**config.mk**
```make
export PLATFORM = sky130hd
export DESIGN_NAME = seq_shifter
export DESIGN_NICKNAME = d
export VERILOG_FILES = /design/src/rtl/seq_shifter.sv
export SDC_FILE = /design/constraint.sdc
export NUM_CORES = 1
export LEC_CHECK = 0
export BUFFER_PORTS_ARGS = -buffer_cell sky130_fd_sc_hd__buf_2
export CAP_MARGIN = 10
export CORE_MARGIN = 10
export CORE_UTILIZATION = 54
export DETAILED_ROUTE_END_ITERATION = 8
export GPL_TIMING_DRIVEN = 0
export PLACE_DENSITY = 0.86
export SYNTH_ARGS = -nofsm -noshare
export SYNTH_HDL_FRONTEND = slang
export SYNTH_SLANG_ARGS = --single-unit
export TNS_END_PERCENT = 30
```
**constraint.sdc**
```tcl
create_clock -name clk -period 2.47 [get_ports clk]
set_input_delay 0.247 -clock clk [delete_from_list [all_inputs] [get_ports clk]]
set_output_delay 0.247 -clock clk [all_outputs]
set_load 0.01 [all_outputs]
```
**src/rtl/seq_shifter.sv**
```systemverilog
// -----------------------------------------------------------------------------
// seq_shifter
//
// Multi-cycle shift unit. It captures an operand, shift amount and mode on a
// start request, then moves the operand one bit position per clock. The result
// is registered on `out` and held until the next operation completes. It has
// no barrel network: latency grows with the shift amount.
//
// Parameters:
//   WIDTH    operand/result width (power of 2, >= 2), default 32
//   SHAMT_W  derived, $clog2(WIDTH); not overridable
//
// Ports:
//   clk    in   1        single clock, rising edge
//   reset  in   1        synchronous active-high reset
//   start  in   1        request a new operation (sampled only in IDLE)
//   mode   in   2        00 SLL, 01 SRL, 10 SRA, 11 ROR
//   shamt  in   SHAMT_W  shift amount, 0..WIDTH-1
//   in     in   WIDTH    operand
//   out    out  WIDTH    registered result
//   busy   out  1        high while shifting
//   done   out  1        one-cycle pulse when `out` holds a new result
//
// Configuration macro:
//   SEQ_SHIFTER_ROTATE_EN  when defined, mode 11 rotates right by one bit per
//                          step; when undefined, no rotate logic is built and
//                          mode 11 passes the operand through unchanged.
// -----------------------------------------------------------------------------
module seq_shifter #(
  parameter  int WIDTH   = 32,
  localparam int SHAMT_W = $clog2(WIDTH)
) (
  input  logic               clk,
  input  logic               reset,
  input  logic               start,
  input  logic [1:0]         mode,
  input  logic [SHAMT_W-1:0] shamt,
  input  logic [WIDTH-1:0]   in,
  output logic [WIDTH-1:0]   out,
  output logic               busy,
  output logic               done
);

  localparam logic [1:0] IDLE  = 2'd0;
  localparam logic [1:0] SHIFT = 2'd1;
  localparam logic [1:0] DONE  = 2'd2;

  localparam logic [1:0] MODE_SLL = 2'b00;
  localparam logic [1:0] MODE_SRL = 2'b01;
  localparam logic [1:0] MODE_SRA = 2'b10;

  logic [1:0]         state_reg, state_next;
  logic [WIDTH-1:0]   work_reg,  work_next;
  logic [SHAMT_W-1:0] cnt_reg,   cnt_next;
  logic [1:0]         mode_reg,  mode_next;
  logic [WIDTH-1:0]   out_reg,   out_next;

  // One-position shifted copies of the working register, built bit by bit.
  logic [WIDTH-1:0] sll_val;
  logic [WIDTH-1:0] srl_val;
  logic [WIDTH-1:0] sra_val;
`ifdef SEQ_SHIFTER_ROTATE_EN
  logic [WIDTH-1:0] ror_val;
`endif
  logic [WIDTH-1:0] step_val;

  genvar gi;
  generate
    for (gi = 0; gi < WIDTH; gi++) begin : g_bit
      if (gi == 0) begin : g_lsb
        assign sll_val[gi] = 1'b0;
      end else begin : g_lsb_n
        assign sll_val[gi] = work_reg[gi-1];
      end

      if (gi == WIDTH-1) begin : g_msb
        assign srl_val[gi] = 1'b0;
        // SRA keeps the sign bit, so repeated steps sign-extend.
        assign sra_val[gi] = work_reg[WIDTH-1];
`ifdef SEQ_SHIFTER_ROTATE_EN
        assign ror_val[gi] = work_reg[0];
`endif
      end else begin : g_msb_n
        assign srl_val[gi] = work_reg[gi+1];
        assign sra_val[gi] = work_reg[gi+1];
`ifdef SEQ_SHIFTER_ROTATE_EN
        assign ror_val[gi] = work_reg[gi+1];
`endif
      end
    end
  endgenerate

  always_comb begin
    step_val = work_reg;
    case (mode_reg)
      MODE_SLL: step_val = sll_val;
      MODE_SRL: step_val = srl_val;
      MODE_SRA: step_val = sra_val;
`ifdef SEQ_SHIFTER_ROTATE_EN
      default:  step_val = ror_val;
`else
      // Without the rotate option, mode 11 still walks through the same
      // number of steps but leaves the operand untouched.
      default:  step_val = work_reg;
`endif
    endcase
  end

  always_comb begin
    state_next = state_reg;
    work_next  = work_reg;
    cnt_next   = cnt_reg;
    mode_next  = mode_reg;
    out_next   = out_reg;
    case (state_reg)
      IDLE: begin
        if (start) begin
          work_next  = in;
          cnt_next   = shamt;
          mode_next  = mode;
          state_next = SHIFT;
        end
      end
      SHIFT: begin
        // The counter reaching zero costs one extra cycle; that cycle
        // publishes the result, which keeps shamt=0 on the same path.
        if (cnt_reg == '0) begin
          out_next   = work_reg;
          state_next = DONE;
        end else begin
          work_next = step_val;
          cnt_next  = cnt_reg - SHAMT_W'(1);
        end
      end
      DONE: begin
        state_next = IDLE;
      end
      default: begin
        state_next = IDLE;
      end
    endcase
  end

  always_ff @(posedge clk) begin
    if (reset) begin
      state_reg <= IDLE;
      work_reg  <= '0;
      cnt_reg   <= '0;
      mode_reg  <= '0;
      out_reg   <= '0;
    end else begin
      state_reg <= state_next;
      work_reg  <= work_next;
      cnt_reg   <= cnt_next;
      mode_reg  <= mode_next;
      out_reg   <= out_next;
    end
  end

  // All outputs are decoded from registers only.
  assign out  = out_reg;
  assign busy = (state_reg == SHIFT);
  assign done = (state_reg == DONE);

endmodule

```
Word level (Yosys, flattened, before mapping):

Index checks and enable logic that the tools add are counted.

* $add $sub $neg: 1
* muxes and demuxes: 10
* reductions and logical operators: 10
* equality and inequality tests: 10

Operators with widths (count)
* 32-bit case mux with 3 select lines: 1
* 32-bit 2-to-1 mux: 2
* 32-bit case mux with 2 select lines: 1
* 5-bit 2-to-1 mux: 2
* 5-bit case mux with 2 select lines: 1
* 2-bit != test, second input constant: 3
* 2-bit AND reduction: 3
* 5-bit zero test: 1
* 5-bit AND reduction: 1
* 5-bit by 1-bit subtractor with 5-bit output, second input constant: 1
* 2-bit by 1-bit equality test with 1-bit output, second input constant: 2
* 2-bit equality test, second input constant: 2
* 2-bit zero test: 2
* 2-bit 2-to-1 mux: 2
* 4-bit by 1-bit != test with 1-bit output, second input constant: 1
* 2-bit case mux with 2 select lines: 1
* 4-bit AND reduction: 1
* 3-bit by 1-bit != test with 1-bit output, second input constant: 1
* 3-bit AND reduction: 1
* 2-bit by 1-bit != test with 1-bit output, second input constant: 1
* 2-bit nonzero test: 1

* register bits: 73
* bits of input ports: 42
* logic and storage cells: 37

Longest topological paths before layout:

Gate-level depths: netlist (run 1).

* word-level depth: 4
* depth in mapped cells: 8
* gate-level depth less buffers: 6

Worst setup path before layout (run 1):

No wires, ideal clock.

* path kind: register to register
* start: register cnt_reg[0]
* end: register out_reg[2], in the netlist out[2]
* setup time: 134 ps
* path buffers: 2
* data arrival time: 1634 ps
* required time: 2336 ps
* stages on the path, launching flop included: 9
* setup slack: 703 ps
* path through: dfxtp_1 > inv_1 > ha_1 > or3b_4 > or3_1 > buf_4 > buf_6 > nand2_2 > a21oi_1

* word-level cells in the longest chain between the ends: 2

RTL lines
* start: declaration: RTL line 54 `logic [SHAMT_W-1:0] cnt_reg, cnt_next;`
* start signal: assignment: RTL line 154 `cnt_reg <= cnt_next;`
* 5-bit zero test: RTL line 127 `if (cnt_reg == '0) begin`
* 2-bit AND reduction (no line)
* end signal: assignment: RTL line 156 `out_reg <= out_next;`
* end: declaration: RTL line 56 `logic [WIDTH-1:0] out_reg, out_next;`

No other way between the ends.
A chain may end at the register's enable or synchronous reset.

Worst setup path after layout (run 1):

* start: register mode_reg[1]
* end: register work_reg[4]

* word-level cells in the longest chain between the ends: 4
* elaborated cells between the ends (all ways): 8
* those cells by class: eq/ne (3); mux (3); reduce/logical (2)

RTL lines
* start: declaration: RTL line 55 `logic [1:0] mode_reg, mode_next;`
* start signal: assignment: RTL line 155 `mode_reg <= mode_next;`
* 2-bit equality test, or another cell as far along: RTL line 95 `case (mode_reg)`
* 32-bit case mux with 3 select lines: RTL line 95
* 32-bit 2-to-1 mux: RTL line 127
* 32-bit case mux with 2 select lines: RTL line 115 `case (state_reg)`
* end signal: assignment: RTL line 153 `work_reg <= work_next;`
* end: declaration: RTL line 53 `logic [WIDTH-1:0] work_reg, work_next;`

Parallel ways exist; a longest one is shown, timed or not. The select of a mux whose other input is x is not followed.

==> flow_metrics.tcl, run 1 <==
set metrics [dict create \
    status "finished clean" \
    fp.dieW_um 101 \
    hp-start "mode[0]" \
    max-cap-violations 0 \
    fin_area_um2 4160 \
    cp-start-kind "register" \
    cpPeakStageDelay_ns 0.49 \
    min_path_cells 3 \
    initial_core_util 0.554 \
    grt_pass1_vias 3416 \
    wl_met1_mm 4.12 \
    fin_setup_tns_ns 0 \
    dieArea_um2 10100 \
    syn_nets 457 \
    setup_viol 0 \
    avgSynthCellArea_um2 8.55 \
    antenna_found_initial 0 \
    r2r-start "mode_reg[1]$_SDFFE_PP0P_" \
    ys_types 39 \
    root_buffer "clkbuf_8" \
    cts.clk_slew.worst_paths_ns 0.07 \
    area_delta_synth_final_pct 18.4 \
    die_h_um 101 \
    dp_hpwl_mm 7.45 \
    synth_seq_area_share 0.416 \
    post-cts-setup-buffers 0 \
    grt-ovfl-total 0 \
    cellPowerDensity_nw_per_um2 745 \
    routed-wl-met3_um 839 \
    critPathMaxFanout 10 \
    clkSinkCount 73 \
    crit_chain "inv_1 -> ha_1 -> inv_1 -> nor2_1 -> clkbuf_1 -> a221oi_1 -> o41ai_1" \
    rsz0062_at_grt "false" \
    min_period_over_period 0.928 \
    wl_met2_mm 4.93 \
    min_period_ns 2.29 \
    diodes 0 \
    tightest_slew_ns 0.536 \
    gp_congestion 0.943 \
    clock_latency_ns 0.35 \
    worst_slack_ns 0.177 \
    min_path_type "input port to register" \
    nFillCells 525 \
    wl_mm 10.1 \
    crit_path_end_kind "register" \
    postLayoutCoreUtil 0.656 \
    synth_edf_count 0 \
    cp_slowest_cell "o41ai_1" \
    place_area_um2 3980 \
    cp_data_required_time_ns 2.67 \
    fmax_mhz 436 \
    worst-r2r-cell-count 7 \
    setup.worst_path.start "mode_reg[1]$_SDFFE_PP0P_" \
    vias_per_cell 6.22 \
    cts_tree "built" \
    syn-cell-area_um2 3520 \
    drive_gt1_frac 0.272 \
    rows 29 \
    dp_slack_ns 0.251 \
    final_nets 542 \
    synth-main-ff-cell "dfxtp_1" \
    grt_max_degree 12 \
    first_pass_iters 6 \
    topRoutingLayerUsed "met4" \
    arrival_ns 2.50 \
    remaining_drc_errors 0 \
    vias 3587 \
    slew_violations 0 \
    grt_usage 0.199 \
    io_pins 76 \
    ant_nets 0 \
    worstSetupPathType "register to register" \
    skew_ns 0.0102 \
    final_cells 577 \
    yosysWarnings 0 \
    synthArstFlopShare 0 \
    power.leakage_nw 1.60 \
    cts_resized 0 \
    core_area_um2 6350 \
    netlist_instances 411 \
    drt-wirelength-per-cell_um 17.5 \
    grt_pass1_wl_mm 16.6 \
    drt_first_iter_violations 302 \
    numPortBuffers 74 \
    cts_made_buffers 9 \
    crit_top_cell "inv_1" \
    htree_levels 3 \
    peakVddDrop_v 0.000493 \
    ys_ff_latch 73 \
    hold_violations 0 \
    dp_cells 562 \
    slew_headroom 0.642 \
    clock_path_buffers 2 \
    cts_hold_buf 0 \
]
==> cell usage in the layout (no fill, tap or decap), drive strengths merged, types with 2 or more instances in the layout <==
cell type  synthesis  routed
nor2              16      16
clkbuf            28      40
nand2b             3       3
nor3b              3       3
dfxtp             73      73
a31oi              2       2
a21oi             40      40
nand2             68      68
inv                8       8
a211oi             3       3
a221oi            30      30
buf               18      92
o21ai             36      36
ha                 4       4
nor3               2       2
o211ai            30      30
nor2b              2       2
o41ai             30      30
clkinv             1       4
==> path summary, 6_finish.rpt <==
kind | end | slack (ns)
min reg2reg | out[0]$_SDFFE_PP0P_ | 0.45
max reg2reg | work_reg[4]$_SDFFE_PP0P_ | 0.18
max | work_reg[4]$_SDFFE_PP0P_ | 0.18
min | mode_reg[0]$_SDFFE_PP0P_ | 0.12
==> metal layers <==
layer,global-route usage,up-vias
li1,-,1718
met1,0.246,1659
met2,0.317,188
met3,0.0494,22
met4,0.0946,0
met5,0,-
==> power by group <==
part,internal [W],total (W),switching (W)
Combinational,0.000301,0.000789,0.000488
Sequential,0.00131,0.00144,0.000134
Clock,0.000436,0.000871,0.000435
Total,0.00205,0.00310,0.00106
==> cells in the mapped netlist, types with 2 or more instances <==
library cell / instances / share of area
o41ai_2: 3 / 0.014
buf_6: 3 / 0.0096
o41ai_1: 27 / 0.067
ha_1: 4 / 0.014
buf_4: 2 / 0.0043
nor2b_1: 2 / 0.0036
a31oi_1: 2 / 0.0036
inv_1: 8 / 0.0085
a221oi_1: 30 / 0.075
nor3b_1: 2 / 0.0043
o21ai_0: 36 / 0.051
nor2_1: 16 / 0.017
clkbuf_1: 28 / 0.030
a21oi_1: 40 / 0.057
nand2_2: 20 / 0.036
nand2b_1: 3 / 0.0053
a211oi_1: 3 / 0.0064
o211ai_1: 30 / 0.064
nand2_1: 48 / 0.051
buf_2: 13 / 0.019
dfxtp_1: 73 / 0.42
==> per-stage QoR <==
| step | power [W] | hold WS [ns] |
|---|---|---|
| after floorplan | 0.00199 | 0.386 |
| after global placement | 0.00220 | 0.440 |
| after detailed placement | 0.00224 | 0.443 |
| after CTS | 0.00310 | 0.122 |
| after global routing | 0.00325 | 0.144 |
| final | 0.00310 | 0.125 |
==> cell families after synthesis <==
group,after synthesis,synth area share
AOI/OAI and AO/OA,176,0.351
DFF,73,0.416
muxes,1,0.00320
buffers and inverters,55,0.0719
adders and majority gates,4,0.0142
and+or+nand+nor,102,0.144
==> worst max-delay path: cells and delay by family (launching register included) <==
family	cells	cell delay (ns)
adder cells (fa/ha/maj)	1	0.32
flip-flops	1	0.34
AO/OA/AOI/OAI	2	0.64
buffers and inverters	3	0.58
AND/OR/NAND/NOR	1	0.26
==> layout make-up <==
cell class | instances | area [um^2] | area share
plain buffers | 46 | 219 | 0.0526
clock inverters | 3 | 15.0 | 0.00361
clock buffers | 12 | 165 | 0.0397
inverters | 9 | 33.8 | 0.00812
repair buffers | 74 | 370 | 0.0890
multi-input cells | 283 | 1800 | 0.433
flip-flops and latches | 73 | 1460 | 0.351
well taps | 77 | 96.3 | 0.0231
Power figures use the tool's default switching activity.
==> run 2: changes to the inputs <==
- ABC_AREA: default -> 1
- CORE_UTILIZATION: 54 -> 55
- PLACE_DENSITY: 0.86 -> 0.87
==> run 2 against run 1 <==
  * Via count is 9.3% higher
  * Design area is 2.7% higher
  * Fmax is 16% higher
  * Sequential power is 8% higher
  * Clock skew hardly changed
  * Critical path type unchanged
  * Synthesized area is 2.7% higher
  * Largest power group unchanged
  * Highest routed layer unchanged
  * Combinational power is 57% higher
  * Total power is 20% higher
  * Final cell count is 23% higher
  * Clock power is 7.6% higher
==> flow_metrics.tcl, run 2 <==
set metrics [dict create \
    status "finished clean" \
    diodes 0 \
    synthMuxAreaShare 0 \
    slew_violations 0 \
    cts_tree "built" \
    grt_pass1_vias 3623 \
    avgSynthCellArea_um2 6.65 \
    yosys.area_share.simple 0.296 \
    yosysTopAreaCellShare 0.405 \
    multi_input_area_um2 1790 \
    hold_violations 0 \
    nFillCells 543 \
    finalPower_w 0.00372 \
    grt_use_met3 0.0542 \
    final_nets 675 \
    drt-wirelength-per-cell_um 14.8 \
    yosysMostFrequentCell "nor2_1" \
    area_delta_synth_final_pct 18.4 \
    max-cap-violations 0 \
    ff_latch_area_um2 1460 \
    synth_commonest_cells "nor2_1, nand2_1, a21oi_1" \
    syn_nets 589 \
    cts_made_buffers 9 \
    synth-adder-area-share 0.0139 \
    grt_usage 0.202 \
    setup_viol 0 \
    worstSetupPathType "register to register" \
    grt_max_degree 14 \
    vias_per_cell 5.51 \
    cpPeakStageDelay_ns 0.34 \
    antenna_found_initial 0 \
    post-cts-setup-buffers 0 \
    crit_chain "inv_1 -> ha_1 -> buf_2 -> inv_2 -> nand3_1 -> nand3_2 -> buf_2 -> nand2_1 -> nand2_1 -> nor2_1" \
    dp_hpwl_mm 7.58 \
    grt-ovfl-total 0 \
    top_usage_layer "met2" \
    root_buffer "clkbuf_8" \
    fin_setup_tns_ns 0 \
    clock_latency_ns 0.36 \
    ys_ff_latch 73 \
    netlist_instances 543 \
    clock_path_buffers 2 \
    yosys.area.top_type "dfxtp_1" \
    drive_gt1_frac 0.199 \
    min_period_over_period 0.799 \
    synthArstFlopShare 0 \
    vias 3920 \
    cp_slowest_cell "dfxtp_1" \
    final_common_cell "nor2_1" \
    arrival_ns 2.26 \
    met1_usage 0.243 \
    fmax_mhz 506 \
    syn-cell-area_um2 3610 \
    wl_mm 10.5 \
    rsz0062_at_grt "false" \
    drt_first_iter_violations 371 \
    first_pass_iters 5 \
    critPathMaxFanout 10 \
    use_met2 0.328 \
    io_pins 76 \
    yosysWarnings 0 \
    synth-main-ff-cell "dfxtp_1" \
    final_cells 711 \
    initial_core_util 0.568 \
    numPortBuffers 75 \
    synth_xor_area_frac 0.00243 \
    worst_slack_ns 0.495 \
    synth_compound_area_frac 0.184 \
    peakVddDrop_v 0.000669 \
    synth_top_family_by_area "simple AND/OR/NAND/NOR gates" \
    cts.clk_slew.worst_paths_ns 0.08 \
    tightest_slew_ns 0.528 \
    synth_seq_area_share 0.405 \
    yosys-top-cells-area "dfxtp_1, a21oi_1, nor2_1, nand2_1, nand3_1" \
    fp.dieW_um 101 \
    die_h_um 101 \
    rows 29 \
    cp_data_required_time_ns 2.76 \
    dp_slack_ns 0.555 \
    slew_headroom 0.648 \
    power.leakage_nw 2.07 \
    synth_edf_count 0 \
    grt_pass1_wl_mm 16.9 \
    gp_congestion 0.919 \
    cellPowerDensity_nw_per_um2 871 \
    min_path_type "input port to register" \
    cts_hold_buf 0 \
    ant_nets 0 \
    mostFrequentLayoutCells "nor2_1, nand2_1, a21oi_1" \
    htree_levels 3 \
    cts_resized 0 \
    clkSinkCount 73 \
    skew_ns 0.0106 \
    crit_path_end_kind "register" \
    dp_cells 695 \
    cp-start-kind "register" \
    remaining_drc_errors 0 \
    ys_types 25 \
    min_period_ns 1.97 \
    core_area_um2 6350 \
    dieArea_um2 10200 \
]
## run 2: per-stage QoR
step                cell area (um^2)   util  hold WS [ns]
floorplan                       3610      -         0.319
global placement                4080  0.643         0.438
detailed placement              4080  0.643         0.458
CTS                             4280  0.673        0.0989
global route                    4280  0.673         0.109
finish                          4280  0.673         0.100
## run 2: layout make-up
type / count / area share
multi-input cells: 391 / 0.419
flip-flops and latches: 73 / 0.342
repair buffers: 75 / 0.0878
plain buffers: 37 / 0.0465
inverters: 42 / 0.0369
clock buffers: 10 / 0.0299
well taps: 77 / 0.0225
clock inverters: 6 / 0.0155
## run 2: cell families (layout without fill, tap and decap cells)
group	after synthesis	count (layout)
buffers and inverters	79	170
XOR/XNOR	1	1
adder cells (fa/ha/maj)	4	4
flip-flops	73	73
AND/OR/NAND/NOR	254	254
AO/OA/AOI/OAI	132	132
## run 2: path summary, 6_finish.rpt
check	from	to	slack (ns)	cells past startpoint
worst max-delay path	mode_reg[1]$_SDFFE_PP0P_	work_reg[12]$_SDFFE_PP0P_	0.50	10
worst min-delay path	reset	state_reg[1]$_SDFFE_PP0P_	0.10	2
worst max register to register	mode_reg[1]$_SDFFE_PP0P_	work_reg[12]$_SDFFE_PP0P_	0.50	10
worst min register to register	cnt_reg[1]$_SDFFE_PP0P_	cnt_reg[1]$_SDFFE_PP0P_	0.47	2
## run 2: power breakdown
part / internal [W] / switching [W]
clock network: 0.000468 / 0.000469
logic: 0.000439 / 0.000800
registers: 0.00139 / 0.000157
## run 2: metal layers
layer / vias up / routed length [um]
met2: 185 / 4930
met4: 0 / 219
met3: 22 / 1030
li1: 1920 / -
met1: 1793 / 4320
met5: - / 0
## run 2: critical path, delay by kind of cell, from the launching register on
kind	cells	cell delay, ns
adder cells (fa/ha/maj)	1	0.27
buffers and inverters	4	0.70
flip-flops	1	0.34
AND/OR/NAND/NOR	5	0.60
